$ cat src/rtl/pc_sequencer.sv
// Program-counter sequencer: BOOT/RUN/HALT control, next-PC selection with
// trap/stall/branch/return priority, misaligned-target detection and a
// circular return-address stack (RAS) that overwrites its oldest entry when full.
module pc_sequencer #(
  parameter int          XLEN         = 32,
  parameter logic [63:0] RESET_VECTOR = 64'h0,
  parameter logic [63:0] TRAP_VECTOR  = 64'h100,
  parameter int          RAS_DEPTH    = 4
) (
  input  logic            clk,
  input  logic            reset,
  input  logic            stall,
  input  logic            halt_req,
  input  logic            resume,
  input  logic            trap,
  input  logic            branch_taken,
  input  logic [XLEN-1:0] branch_target,
  input  logic            is_compressed,
  input  logic            ras_push,
  input  logic            ras_pop,
  output logic [XLEN-1:0] pc_current,
  output logic            pc_valid,
  output logic            misaligned,
  output logic            halted,
  output logic            ras_empty
);

  localparam int PtrW = (RAS_DEPTH > 1) ? $clog2(RAS_DEPTH) : 1;
  localparam int CntW = PtrW + 1;
  localparam logic [XLEN-1:0] ResetPc = RESET_VECTOR[XLEN-1:0];
  localparam logic [XLEN-1:0] TrapPc  = TRAP_VECTOR[XLEN-1:0];
  localparam logic [CntW-1:0] FullCnt = CntW'(RAS_DEPTH);

  typedef enum logic [1:0] {
    BOOT = 2'd0,
    RUN  = 2'd1,
    HALT = 2'd2
  } state_e;

  state_e          state_q, state_d;
  logic [XLEN-1:0] pc_q, pc_d;
  logic            misaligned_q, misaligned_d;
  logic [PtrW-1:0] top_q, top_d;
  logic [CntW-1:0] count_q, count_d;
  logic [XLEN-1:0] ras_q [RAS_DEPTH];

  logic            ras_we;
  logic [PtrW-1:0] ras_waddr;
  logic [XLEN-1:0] inc;
  logic [XLEN-1:0] ret_addr;
  logic            ras_has;
  logic            pop_eff;

  assign inc      = is_compressed ? XLEN'(2) : XLEN'(4);
  assign ret_addr = pc_q + inc;
  assign ras_has  = (count_q != '0);
  // A taken branch suppresses the pop; a pop on an empty stack does nothing.
  assign pop_eff  = ras_pop && ras_has && !branch_taken;

  // Next-state, next-PC and RAS pointer/write selection.
  always_comb begin
    state_d      = state_q;
    pc_d         = pc_q;
    misaligned_d = 1'b0;
    top_d        = top_q;
    count_d      = count_q;
    ras_we       = 1'b0;
    ras_waddr    = top_q;
    case (state_q)
      BOOT: begin
        state_d = RUN;
      end
      RUN: begin
        if (trap) begin
          pc_d = TrapPc;
        end else if (!stall) begin
          if (halt_req) begin
            state_d = HALT;
          end else begin
            if (branch_taken) begin
              if (branch_target[0]) begin
                pc_d         = TrapPc;
                misaligned_d = 1'b1;
              end else begin
                pc_d = branch_target;
              end
            end else if (pop_eff) begin
              pc_d = ras_q[top_q];
            end else begin
              pc_d = ret_addr;
            end

            if (pop_eff && ras_push) begin
              ras_we    = 1'b1;
              ras_waddr = top_q;
            end else if (pop_eff) begin
              top_d   = top_q - PtrW'(1);
              count_d = count_q - CntW'(1);
            end else if (ras_push) begin
              ras_we    = 1'b1;
              ras_waddr = top_q + PtrW'(1);
              top_d     = top_q + PtrW'(1);
              count_d   = (count_q == FullCnt) ? count_q : count_q + CntW'(1);
            end
          end
        end
      end
      HALT: begin
        if (trap) begin
          pc_d    = TrapPc;
          state_d = RUN;
        end else if (!stall && resume && !halt_req) begin
          state_d = RUN;
        end
      end
      default: begin
        state_d = BOOT;
      end
    endcase
  end

  // Control and PC registers with asynchronous reset.
  always_ff @(posedge clk or posedge reset) begin
    if (reset) begin
      state_q      <= BOOT;
      pc_q         <= ResetPc;
      misaligned_q <= 1'b0;
      top_q        <= '1;
      count_q      <= '0;
    end else begin
      state_q      <= state_d;
      pc_q         <= pc_d;
      misaligned_q <= misaligned_d;
      top_q        <= top_d;
      count_q      <= count_d;
    end
  end

  // Return-address storage; contents are meaningless until pushed, so no reset.
  always_ff @(posedge clk) begin
    if (ras_we) begin
      ras_q[ras_waddr] <= ret_addr;
    end
  end

  assign pc_current = pc_q;
  assign pc_valid   = (state_q == RUN);
  assign halted     = (state_q == HALT);
  assign misaligned = misaligned_q;
  assign ras_empty  = (count_q == '0);

endmodule

$ cat config.mk
export PLATFORM = sky130hd
export DESIGN_NAME = pc_sequencer
export DESIGN_NICKNAME = d
export VERILOG_FILES = /design/src/rtl/pc_sequencer.sv
export SDC_FILE = /design/constraint.sdc
export NUM_CORES = 1
export LEC_CHECK = 0
export ABC_AREA = 1
export CAP_MARGIN = 20
export CORE_AREA = 2 2 130 132
export DETAILED_ROUTE_END_ITERATION = 7
export DIE_AREA = 0 0 132 134
export PLACE_DENSITY = 0.75
export SLEW_MARGIN = 20
export SYNTH_ARGS = -nofsm -noshare
export SYNTH_HDL_FRONTEND = slang
export SYNTH_SLANG_ARGS = --single-unit
$ cat constraint.sdc
create_clock -name clk -period 3 [get_ports clk]
set_clock_uncertainty 0.2 [all_clocks]
set_input_delay 0.3 -clock clk [delete_from_list [all_inputs] [get_ports clk]]
set_output_delay 0.3 -clock clk [all_outputs]
set_load 0.05 [all_outputs]
==> run metrics <==
status complete, no violations; number of flops mapped to enable cells by yosys ~130; cell count after synthesis between 900 and 1000; Synth Area in Adders under 10%; clk sinks between 150 and 200; Max FO, Critical Path 11; fin util between 60% and 70%; vias in the first global route 6427; area delta synth->final 21.2%; CTS tree built; ANT nets after route 0; Clock Power Share 25.1%; Seq pwr share 36.1%; clock root buffer clkbuf_16; chip height 134 µm; Iter 0 DRT Violations 696; RD Place Congestion 0.943; area post-placement 9450 µm²; Hold Fails Final Rpt 0; hold buffer count at cts 0; fin crit period between 2 and 3 ns; share of async-settable or async-resettable flops after synthesis roughly a quarter; RR Endpoint ras_q[3][7]; DIE AREA roughly 18000 µm²; max-cap viol count 0; CTS resizes 0; setup slack, reg-to-reg about 0.37 ns; commonest non-fill, non-tap cell in the layout nand2_1; Worst EP required approximately 2.9 ns; Buffers on Ports between 70 and 80; P_int 5460 µW; simple-gate share of the synthesized area 27.1%; Switch Pwr 3850 µW; P_leak 0.00405 µW; startpoint types flop; Compound-Gate Fraction of Synth Area around 6.2%; share of cells above drive strength 1 a little over a tenth; Syn Std Cell Area 8320 µm²; PnR worst setup slack roughly 0.37 ns; antenna cells 0; unrepaired setup endpoints after global routing false; register area share after synthesis 58.3%; kind of critical path reg2reg; Tot GR Track Use 26.4%; Worst R2R Start state_q[1]; H-tree levels 4; xor/xnor share of the synthesized area under 10%; Power Total around 9300 µW; yosys warns 0; Worst R2R Path Depth 11; Worst-Skew Late Latency between 0.4 and 0.5 ns; Worst Setup End Kind flop; Nets roughly 1000; max frequency around 380 MHz; max-slew violations 0; PwrDens between 900 and 1000 nW/µm²; final setup violation count 0; post-synth net total between 900 and 1000; combinational power share about two fifths; CTS buffer count 17; core area between 15000 and 20000 µm²; Clock Tree Buf Depth 2; initial core utilization roughly half; dpl hpwl roughly 15000 µm; most frequent cells in the layout nand2_1, edfxtp_1, nor2_1, clkdlybuf4s50_1, nand3_1; Period Utilization, post-route 87.8%; Seq. cell area slightly below 5000 µm²; Worst Hold Class in2async; Via Count 6625; die width ~130 µm; clock-pin slew on the worst setup and hold paths approximately 0.07 ns; switch share 41.4%; # Post-CTS Setup Buffers 0; first-pass GRT wire length ~35000 µm; Avg WL per Cell approximately 18 µm; multi-input logic area 3040 µm²; initial antenna violation count 0; Fillers 1384; # DRC 0; Total Neg Setup Slack 0 ns; largest net degree at the start of global routing 40; drt first pass iters 5; GRT Residual Overflow 0; via/cell ratio around 5.4; Placement Setup Slack 0.337 ns; Primary FF master, synth edfxtp_1; drt total wl between 20000 and 25000 µm; Slew @ Worst Pin a little under 0.6 ns; I/O pins a little under 80; Design Area, Final 10100 µm²; Yosys reg bits between 150 and 200; largest family of logic cells by synthesized area simple AND/OR/NAND/NOR gates; VDD IR max 0.571 mV; Syn Area/Cell 9.17 µm²; mux share of post-synthesis cell area 0%; Rows 47; WP data arrival 2.57 ns; Unique masters post-synth 44; max_slew headroom between 60% and 70%
==> registers in the layout, indices dropped and copies added (netlist names) <==
register / flops
ras_q: 128
count_q: 3
misaligned: 1
state_q: 2
top_q: 2
pc_current: 32
==> worst max-delay path, cell delays in order (launching register included) <==
cell and delay, ns:
dfrtp_1 0.41, inv_1 0.09, ha_1 0.29, nand2_1 0.10, nor2_2 0.17, inv_1 0.09
nor2_2 0.16, nand2_1 0.08, nand2_1 0.09, nand3_1 0.19, nor2_4 0.21, buf_4 0.24
==> cell type report <==
cell class	count	area share (%)
multi-input cells	629	30.2
clock buffers	18	4.26
flip-flops and latches	168	48.1
clock inverters	14	1.96
repair buffers	102	10.0
well taps	220	2.73
inverters	74	2.77
==> power groups by stage <==
| stage | logic (µW) | registers (µW) | clock network [µW] |
|---|---|---|---|
| finish | 3620 | 3360 | 2330 |
| global route | 3920 | 3380 | 2440 |
| CTS | 3590 | 3340 | 2340 |
| detailed placement | 3560 | 3390 | 0 |
| global placement | 3490 | 3390 | 0 |
| floorplan | 1940 | 3780 | 0 |
==> per-stage QoR <==
step,std cells,hold WS (ns)
floorplan,907,0.242
global placement,1193,0.260
detailed placement,1193,0.262
CTS,1225,0.0192
global route,1225,0.0441
finish,1225,0.0174
==> synth_stat cells (all sizes together), types with 5 or more instances <==
library cell	instances	area (µm²)
a21oi	12	60.1
a31oi	10	62.6
buf	32	166
dfrtp	38	951
edfxtp	128	3840
ha	5	62.6
inv	72	270
nand2	275	1060
nand3	77	420
nor2	133	576
nor3	12	60.1
o21ai	42	221
o22ai	15	93.8
or2	9	56.3
xor2	11	96.3
==> per-layer routing <==
| metal | up-vias | part of all wire [%] | track usage [%] |
|---|---|---|---|
| met3 | 46 | 9.1 | 5.78 |
| met1 | 3071 | 41 | 34.3 |
| met5 | - | 0 | 0 |
| met4 | 0 | 2.0 | 10.6 |
| met2 | 333 | 48 | 43.4 |
| li1 | 3175 | - | - |
==> cells by family (layout without fill, tap and decap cells) <==
| group | after synthesis | in the layout |
|---|---|---|
| DFF | 168 | 168 |
| AOI/OAI and AO/OA | 89 | 89 |
| and+or+nand+nor | 518 | 518 |
| adders and majority gates | 7 | 7 |
| xor gates and xnor gates | 15 | 15 |
| buffers and inverters | 110 | 208 |
==> worst max path at each step <==
| stage | slack [ns] | start | to |
|---|---|---|---|
| final | 0.37 | state_q[1] | ras_q[3][7] |
| after global routing | 0.21 | state_q[1] | ras_q[3][7] |
| after CTS | 0.38 | state_q[1] | ras_q[3][7] |
| after detailed placement | 0.34 | halt_req | ras_q[1][12] |
| after global placement | 0.36 | is_compressed | ras_q[1][15] |
| after floorplan | -0.20 | state_q[1] | ras_q[2][0] |
No activity file was read; power rests on OpenSTA's default activity.
